===== src/rtl/wb_select_stage_pkg.sv =====
`default_nettype none
// ============================================================================
// Module      : wb_pkg
// Description : Shared encodings and constants for the write-back select stage.
// Revision    : 1.0 - initial release
// ============================================================================
package wb_pkg;

    // Write-back source select encodings
    localparam logic [1:0] WB_SEL_ALU  = 2'd0;
    localparam logic [1:0] WB_SEL_LOAD = 2'd1;
    localparam logic [1:0] WB_SEL_LINK = 2'd2;
    localparam logic [1:0] WB_SEL_IMM  = 2'd3;

    // Load size encodings (3 is reserved and treated as a word)
    localparam logic [1:0] LOAD_BYTE = 2'd0;
    localparam logic [1:0] LOAD_HALF = 2'd1;
    localparam logic [1:0] LOAD_WORD = 2'd2;

    // Increment applied to the PC for link writes
    localparam int unsigned LINK_INC = 4;

endpackage : wb_pkg
`default_nettype wire


===== src/rtl/wb_select_stage_if.sv =====
`default_nettype none
// ============================================================================
// Module      : wb_select_stage_if
// Description : MEM-stage bundle, pipeline control and register-file write
//               port of the write-back select stage.
// Revision    : 1.0 - initial release
// ============================================================================
interface wb_select_stage_if #(
    parameter int XLEN       = 32,
    parameter int REG_ADDR_W = 5
);
    // MEM-stage bundle
    logic                  mem_valid;
    logic [XLEN-1:0]       mem_alu_result;
    logic [XLEN-1:0]       mem_dmem_read_data;
    logic [XLEN-1:0]       mem_pc;
    logic [XLEN-1:0]       mem_imm;
    logic [1:0]            mem_wb_sel;
    logic [1:0]            mem_load_size;
    logic                  mem_load_unsigned;
    logic [REG_ADDR_W-1:0] mem_rd;
    logic                  mem_reg_write;

    // Pipeline control
    logic                  stall;
    logic                  flush;

    // Register-file write port
    logic                  wb_valid;
    logic                  wb_reg_write;
    logic [REG_ADDR_W-1:0] wb_rd;
    logic [XLEN-1:0]       wb_data;

    // Upstream pipeline / environment side
    modport master (
        output mem_valid, mem_alu_result, mem_dmem_read_data, mem_pc, mem_imm,
               mem_wb_sel, mem_load_size, mem_load_unsigned, mem_rd, mem_reg_write,
               stall, flush,
        input  wb_valid, wb_reg_write, wb_rd, wb_data
    );

    // Write-back stage side
    modport slave (
        input  mem_valid, mem_alu_result, mem_dmem_read_data, mem_pc, mem_imm,
               mem_wb_sel, mem_load_size, mem_load_unsigned, mem_rd, mem_reg_write,
               stall, flush,
        output wb_valid, wb_reg_write, wb_rd, wb_data
    );

endinterface : wb_select_stage_if
`default_nettype wire


===== src/rtl/wb_select_stage_load_align.sv =====
`default_nettype none
// ============================================================================
// Module      : load_align
// Description : Selects the addressed byte/half/word lane of a data-memory
//               read and zero- or sign-extends it to XLEN. Combinational.
// Revision    : 1.0 - initial release
// ============================================================================
module load_align
    import wb_pkg::*;
#(
    parameter int XLEN = 32
) (
    input  wire logic [XLEN-1:0] i_rdata,
    input  wire logic [1:0]      i_offset,
    input  wire logic [1:0]      i_size,
    input  wire logic            i_unsigned,
    output logic      [XLEN-1:0] o_data
);

    logic [7:0]  w_byte;
    logic [15:0] w_half;
    logic [31:0] w_word;
    logic        w_fill;

    assign w_byte = i_rdata[{i_offset, 3'b000} +: 8];
    assign w_half = i_rdata[{i_offset[1], 4'b0000} +: 16];
    assign w_word = i_rdata[31:0];

    // Fill the whole word with the extension bit, then overlay the lane
    always_comb begin
        w_fill = 1'b0;
        o_data = '0;
        case (i_size)
            LOAD_BYTE: begin
                w_fill      = ~i_unsigned & w_byte[7];
                o_data      = {XLEN{w_fill}};
                o_data[7:0] = w_byte;
            end
            LOAD_HALF: begin
                w_fill       = ~i_unsigned & w_half[15];
                o_data       = {XLEN{w_fill}};
                o_data[15:0] = w_half;
            end
            default: begin
                // Word and the reserved size both use the low 32 bits
                w_fill       = ~i_unsigned & w_word[31];
                o_data       = {XLEN{w_fill}};
                o_data[31:0] = w_word;
            end
        endcase
    end

endmodule : load_align
`default_nettype wire


===== src/rtl/wb_select_stage.sv =====
`default_nettype none
// ============================================================================
// Module      : wb_select_stage
// Description : Registered write-back stage. Selects ALU / aligned load /
//               link / immediate data from the MEM bundle and captures it in
//               the MEM/WB register with stall and flush control.
// Revision    : 1.0 - initial release
// ============================================================================
module wb_select_stage
    import wb_pkg::*;
#(
    parameter int XLEN       = 32,
    parameter int REG_ADDR_W = 5
) (
    input  wire logic         clk,
    input  wire logic         rst,
    wb_select_stage_if.slave  bus
);

    logic [XLEN-1:0]       w_load_data;
    logic [XLEN-1:0]       w_link_data;
    logic [XLEN-1:0]       w_sel_data;

    logic                  r_valid;
    logic                  r_reg_write;
    logic [REG_ADDR_W-1:0] r_rd;
    logic [XLEN-1:0]       r_data;

    load_align #(
        .XLEN (XLEN)
    ) u_load_align (
        .i_rdata    (bus.mem_dmem_read_data),
        .i_offset   (bus.mem_alu_result[1:0]),
        .i_size     (bus.mem_load_size),
        .i_unsigned (bus.mem_load_unsigned),
        .o_data     (w_load_data)
    );

    // Link address wraps modulo 2^XLEN
    assign w_link_data = bus.mem_pc + XLEN'(LINK_INC);

    // Write-back source mux on the MEM-stage bundle
    always_comb begin
        w_sel_data = bus.mem_alu_result;
        case (bus.mem_wb_sel)
            WB_SEL_ALU:  w_sel_data = bus.mem_alu_result;
            WB_SEL_LOAD: w_sel_data = w_load_data;
            WB_SEL_LINK: w_sel_data = w_link_data;
            WB_SEL_IMM:  w_sel_data = bus.mem_imm;
            default:     w_sel_data = bus.mem_alu_result;
        endcase
    end

    // MEM/WB register: reset > flush > stall > capture
    always_ff @(posedge clk) begin
        if (rst) begin
            r_valid     <= 1'b0;
            r_reg_write <= 1'b0;
            r_rd        <= '0;
            r_data      <= '0;
        end else if (bus.flush) begin
            // Only the qualifiers are dropped; rd/data are don't-care afterwards
            r_valid     <= 1'b0;
            r_reg_write <= 1'b0;
        end else if (!bus.stall) begin
            r_valid     <= bus.mem_valid;
            r_reg_write <= bus.mem_reg_write;
            r_rd        <= bus.mem_rd;
            r_data      <= w_sel_data;
        end
    end

    // Outputs depend only on the register; writes to x0 never reach the file
    assign bus.wb_valid     = r_valid;
    assign bus.wb_reg_write = r_valid & r_reg_write & (r_rd != '0);
    assign bus.wb_rd        = r_rd;
    assign bus.wb_data      = r_data;

endmodule : wb_select_stage
`default_nettype wire


===== src/flat_wrapper.sv =====
// flat-port wrapper written by rule: the top's interface ports become plain ports
module wb_select_stage_flat import wb_pkg::*;
#(
    parameter int XLEN       = 32,
    parameter int REG_ADDR_W = 5
)
  (clk, rst, bus_mem_valid, bus_mem_alu_result, bus_mem_dmem_read_data, bus_mem_pc, bus_mem_imm, bus_mem_wb_sel, bus_mem_load_size, bus_mem_load_unsigned, bus_mem_rd, bus_mem_reg_write, bus_stall, bus_flush, bus_wb_valid, bus_wb_reg_write, bus_wb_rd, bus_wb_data);
  wb_select_stage_if #(.XLEN(XLEN), .REG_ADDR_W(REG_ADDR_W)) bus_i ();
  input  wire logic clk;
  input  wire logic rst;
  input wire logic [$bits(bus_i.mem_valid)-1:0] bus_mem_valid;
  input wire logic [$bits(bus_i.mem_alu_result)-1:0] bus_mem_alu_result;
  input wire logic [$bits(bus_i.mem_dmem_read_data)-1:0] bus_mem_dmem_read_data;
  input wire logic [$bits(bus_i.mem_pc)-1:0] bus_mem_pc;
  input wire logic [$bits(bus_i.mem_imm)-1:0] bus_mem_imm;
  input wire logic [$bits(bus_i.mem_wb_sel)-1:0] bus_mem_wb_sel;
  input wire logic [$bits(bus_i.mem_load_size)-1:0] bus_mem_load_size;
  input wire logic [$bits(bus_i.mem_load_unsigned)-1:0] bus_mem_load_unsigned;
  input wire logic [$bits(bus_i.mem_rd)-1:0] bus_mem_rd;
  input wire logic [$bits(bus_i.mem_reg_write)-1:0] bus_mem_reg_write;
  input wire logic [$bits(bus_i.stall)-1:0] bus_stall;
  input wire logic [$bits(bus_i.flush)-1:0] bus_flush;
  output wire logic [$bits(bus_i.wb_valid)-1:0] bus_wb_valid;
  output wire logic [$bits(bus_i.wb_reg_write)-1:0] bus_wb_reg_write;
  output wire logic [$bits(bus_i.wb_rd)-1:0] bus_wb_rd;
  output wire logic [$bits(bus_i.wb_data)-1:0] bus_wb_data;
  assign bus_i.mem_valid = bus_mem_valid;
  assign bus_i.mem_alu_result = bus_mem_alu_result;
  assign bus_i.mem_dmem_read_data = bus_mem_dmem_read_data;
  assign bus_i.mem_pc = bus_mem_pc;
  assign bus_i.mem_imm = bus_mem_imm;
  assign bus_i.mem_wb_sel = bus_mem_wb_sel;
  assign bus_i.mem_load_size = bus_mem_load_size;
  assign bus_i.mem_load_unsigned = bus_mem_load_unsigned;
  assign bus_i.mem_rd = bus_mem_rd;
  assign bus_i.mem_reg_write = bus_mem_reg_write;
  assign bus_i.stall = bus_stall;
  assign bus_i.flush = bus_flush;
  assign bus_wb_valid = bus_i.wb_valid;
  assign bus_wb_reg_write = bus_i.wb_reg_write;
  assign bus_wb_rd = bus_i.wb_rd;
  assign bus_wb_data = bus_i.wb_data;
  wb_select_stage #(.XLEN(XLEN), .REG_ADDR_W(REG_ADDR_W)) u_core (.clk(clk), .rst(rst), .bus(bus_i));
endmodule

===== config.mk =====
export PLATFORM = sky130hd
export DESIGN_NAME = wb_select_stage_flat
export DESIGN_NICKNAME = d
export VERILOG_FILES = /design/src/rtl/wb_select_stage_pkg.sv /design/src/rtl/wb_select_stage_if.sv /design/src/rtl/wb_select_stage_load_align.sv /design/src/rtl/wb_select_stage.sv /design/src/flat_wrapper.sv
export SDC_FILE = /design/constraint.sdc
export NUM_CORES = 1
export LEC_CHECK = 0
export CORE_UTILIZATION = 42
export CTS_CLUSTER_DIAMETER = 100
export CTS_CLUSTER_SIZE = 12
export DETAILED_ROUTE_END_ITERATION = 7
export MAX_ROUTING_LAYER = met4
export PLACE_DENSITY = 0.85
export SETUP_SLACK_MARGIN = 0.2
export SLEW_MARGIN = 20
export SYNTH_ARGS = -nofsm -noshare
export SYNTH_HDL_FRONTEND = slang
export SYNTH_SLANG_ARGS = --single-unit

===== constraint.sdc =====
create_clock -name clk -period 2.92 [get_ports clk]
set_clock_uncertainty 0.2 [all_clocks]
set_input_delay 0.438 -clock clk [delete_from_list [all_inputs] [get_ports clk]]
set_output_delay 0.438 -clock clk [all_outputs]
set_load 0.02 [all_outputs]

* Yosys cells after proc, flatten, opt, wreduce, memory -nomap -nowiden
Index checks and enable logic that the tools add are counted.
** Operators by class
- Bitwise logic cells :: 7
- Shift-type cells :: 2
- Eq/ne operators :: 4
- Muxes and demuxes :: 2
- Reduce and logical (&&, ||, !) cells :: 5
- Add/sub/neg operators :: 1
** Operator list (number)
- $pmux 32 s4 :: 1
- $pmux 32 s2 :: 1
- $add 32x3->32 const B :: 1
- $shiftx 32x6->16 :: 1
- $shiftx 32x6->8 :: 1
- $reduce_bool 5->1 :: 1
- $and 1x1->1 :: 4
- $eq 2x1->1 const B :: 2
- $eq 2x2->1 const B :: 2
- $logic_not 2->1 :: 2
- $not 1->1 :: 3
- $reduce_and 2->1 :: 1
- $reduce_or 2->1 :: 1
** Word-level totals
- Bits in registers :: 39
- Output and inout bits :: 39
- Logic and storage cells :: 25
- Bits of input ports :: 144

* Depth between registers and ports, before layout
- Depth in word-level cells :: 4
- Gate-level depth with buffers :: 7
- Mapped depth without buffers :: 6

* Modules after synthesis
A second synthesis with hierarchy kept.
** Second synthesis, totals
- Cell total of the unflattened synthesis :: 455
- Area total of the unflattened synthesis :: 3515.9 um^2
** By module, submodules not included
- wb_select_stage :: seq. area each 780.7 um^2, cells each 338, area an instance 2801.4 um^2, times used 1
- load_align :: seq. area each 0.0 um^2, cells each 117, area an instance 714.4 um^2, times used 1

* Worst setup path after synthesis
Ideal clock, no wire load.
- Path kind :: input to register
- From :: input bus_mem_pc[11]
- To :: register u_core.r_data[26], in the netlist u_core.bus.wb_data[26]
- Path buffers :: 1
- Data required time :: 2598 ps
- Stages :: 6
- Setup time :: 122 ps
- Slack :: 828 ps
- Arrival :: 1771 ps
- Cell sequence :: nand4_2 or4_1 clkbuf_2 nor4_2 xor2_1 a221o_1
** Between the ends
- Longest elaborated chain between the ends :: 2
** RTL lines
- start: declaration :: line flat_wrapper.sv:14 : input wire logic [$bits(bus_i.mem_pc)-1:0] bus_mem_pc;
- $add 32x3->32 :: line wb_select_stage.sv:40 : assign w_link_data = bus.mem_pc + XLEN'(LINK_INC);
- $pmux 32 s4 :: line wb_select_stage.sv:45 : case (bus.mem_wb_sel)
- end signal: assignment :: line wb_select_stage.sv:69 : r_data <= w_sel_data;
- end: declaration :: line wb_select_stage.sv:27 : logic [XLEN-1:0] r_data;
No other way between the ends.
A chain may end at the register's enable or synchronous reset.

* Worst setup path in the final report
- From :: input bus_mem_pc[2]
- To :: register u_core.r_data[22], in the netlist u_core.bus.wb_data[22]
Same word-level chain as after synthesis.

==> metrics.md <==
| Metric | Value |
|---|---|
| Run status | `complete, no violations` |
| Maxcap violations | `0` |
| Area grow syn2layout | `64.39%` |
| CTS Buf Count | `5` |
| Critical path origin | `bus_mem_pc[2]` |
| Hold Startpoint | `u_core.bus.wb_data[30]$_SDFFE_PP0P_` |
| WS Path Type | `in -> reg` |
| Comb power frac | `39.2%` |
| DR vias/cell | `6.158` |
| Fraction of layout cells with a size suffix above 1 | `a little over a tenth` |
| Num rows | `32` |
| H-tree depth | `2` |
| Critical Path Start Type | `input port` |
| Clock power share | `between 20% and 30%` |
| CP required | `2960 ps` |
| Fin crit share | `between 80% and 90%` |
| IO Count | `roughly 180` |
| DIE WIDTH | `92.27 um` |
| Iteration-0 DRC Markers | `approximately 440` |
| Ys Warns | `0` |
| Syn Inst Count | `470` |
| Clock latency on the worst-skew pair | `about 290 ps` |
| Yosys cell types | `64` |
| Detailed-route DRC error count | `0` |
| Worst-path clk slew | `roughly 80 ps` |
| Largest cells by area after synthesis | `dfxtp_1 (23%), nand2_1 (6.4%), a21oi_1 (4.8%)` |
| WHS | `272.8 ps` |
| # setup viols final | `0` |
| Hold Fails Final Rpt | `0` |
| Max rail drop VDD | `0.1688 mV` |
| Power share of the sequential group | `about a third` |
| RSZ-0062 raised after global routing | `false` |
| Worst-Margin Slew | `~950 ps` |
| Synth Register Bits | `39` |
| Largest net degree at the start of global routing | `31` |
| Synth Area per Inst | `7.281 sq um` |
| # diodes | `0` |
| Top_reg_cell synth | `dfxtp_1` |
| CTS tree | `built` |
| Gp weighted congestion | `approximately 0.95` |
| Cell area power density | `between 300 and 400 nW/um^2` |
| FFs w/ async S/R, synth | `0%` |
| Number of global-route vias before repair | `about 4.4k` |
| Die Y | `about 90 um` |
| Achievable Freq | `0.3953 GHz` |
| Post-route ant nets | `0` |
| LEAKAGE | `0.002072 uW` |
| Core area | `roughly 7800 sq um` |
| P_sw | `554.9 uW` |
| P_int | `roughly 1200 uW` |
| Slew Limit Fails | `0` |
| Die area | `between 8000 and 9000 sq um` |
| Final WL | `15400 um` |
| Largest area contributor in the netlist | `dfxtp_1` |
| Crit. End Element | `register` |
| Most numerous cell in the Yosys netlist | `nand2_1` |
| Synth Net Count | `between 600 and 700` |
| DR vias | `between 4k and 5k` |
| Post-synth top area share | `22.82%` |
| TNS Setup | `0 ps` |
| GRT Total Usage | `36.27%` |
| Routed wire per std cell | `slightly above 20 um` |
| First-pass GRT wire length | `23200 um` |
| Number of synthesized flops with an enable pin | `0` |
| Antenna violations before repair | `0` |
| Post-Syn Area | `between 3000 and 4000 sq um` |
| Min cycle time layout | `~2500 ps` |
| Initial core utilization | `a little over two fifths` |
| Post_cts resized | `0` |
| Crit Path Max Fanout | `7` |
| TritonRoute pass-1 iters | `6` |
| Port Buf Inserts | `about 180` |
| Total congestion overflow | `0` |
| Num Clock Sinks | `39` |
| WP data arrival | `2570 ps` |
| Sw Ratio | `about a third` |
| Final net count | `around 810` |
| Clk buf depth | `2` |
| Tightest Hold Check Type | `reg -> reg` |
| Seq/Total Area, Yosys | `between 20% and 30%` |
| DP Wirelength | `12570 um` |
| Clk Tree Root Cell | `clkbuf_8` |
| CTS Hold Bufs | `0` |
| Relative slew slack | `about 37%` |
| Worst R2R Start | `u_core.bus.wb_data[10]$_SDFFE_PP0P_` |
| Synth cell count leaders | `nand2_1 (58), dfxtp_1 (39), a21oi_1 (33), nor2_1 (32), o21ai_0 (27)` |
| Post-CTS setup buffer count | `0` |
-- metal layers --
metal	vias up	share of wire, %	GRT usage (%)
met5	-	0	-
met4	0	3.3	13.28
met3	36	8.7	4.809
met2	318	47	57.90
met1	2178	41	46.77
li1	2173	-	-
-- per-stage QoR --
step           instances  total power (uW)  setup WS, ps  cell area (sq um)  util [%]
6_report             764              1738         390.3               5625     72.05
5_1_grt              764              1799         330.4               5625     72.05
4_1_cts              764              1726         406.1               5625     72.05
3_5_place_dp         756              1269         101.2               5513     70.61
3_3_place_gp         756              1258         160.4               5513     70.61
2_1_floorplan        470             870.2         827.6               3422         -
-- state kept, by name (all words and copies together), names as in the netlist --
signal / flops
u_core.bus.wb_data: 32
u_core.bus.wb_rd: 5
u_core.bus.wb_valid: 1
u_core.r_reg_write: 1
-- power by group through the flow --
stage | Combinational [uW] | Clock, uW | Sequential [uW]
6_report | 681 | 468 | 589
2_1_floorplan | 232 | 0 | 639
5_1_grt | 719 | 488 | 592
3_3_place_gp | 660 | 0 | 598
4_1_cts | 672 | 466 | 588
3_5_place_dp | 668 | 0 | 600
-- cell families after synthesis --
family	count (synthesis)	synth area share [%]
DFF	39	22.82
adders and majority gates	1	0.3656
and+or+nand+nor	174	25.38
muxes	18	5.631
AOI/OAI and AO/OA	162	34.15
buffers and inverters	56	6.545
xor gates and xnor gates	20	5.119
-- cells in the final DEF, fill, tap and decap left out, types with 8 or more instances in the layout --
cell	Yosys	final
clkdlybuf4s50_1	0	182
nand2_1	58	58
dfxtp_1	39	39
buf_4	0	35
a21oi_1	33	33
nor2_1	32	32
o21ai_0	27	27
inv_1	21	21
nand3_1	19	19
o221ai_1	16	16
nor3_1	11	11
xor2_1	11	11
mux2_2	10	10
xnor2_1	9	9
or3_1	8	8
o211ai_1	8	8
nor4_1	8	8
mux2i_1	8	8
a221oi_1	8	8
a221o_1	8	8
-- critical path, stage by stage --
cell	delay, ps
clkdlybuf4s50_1	600
ha_1	270
nand3_1	110
or2_1	320
or4_1	510
and3_1	200
o21ai_2	100
-- area by class of cell --
type | instances | area [sq um]
inverter | 22 | 82.58
fill | 633 | 2182
tap | 102 | 127.6
clock buffer | 5 | 68.82
sequential | 39 | 780.7
timing repair buffer | 218 | 2105
clock inverter | 3 | 43.79
multi-input combinational | 375 | 2417
-- worst paths after layout --
path / endpoint / slack [ps] / cells past startpoint
min reg2reg: u_core.bus.wb_data[30]$_SDFFE_PP0P_ / 270 / 2
min: u_core.bus.wb_data[30]$_SDFFE_PP0P_ / 270 / 2
max reg2reg: u_core.bus.wb_data[10]$_SDFFE_PP0P_ / 1710 / 3
max: u_core.bus.wb_data[22]$_SDFFE_PP0P_ / 390 / 7
No activity file was read; power rests on OpenSTA's default activity.
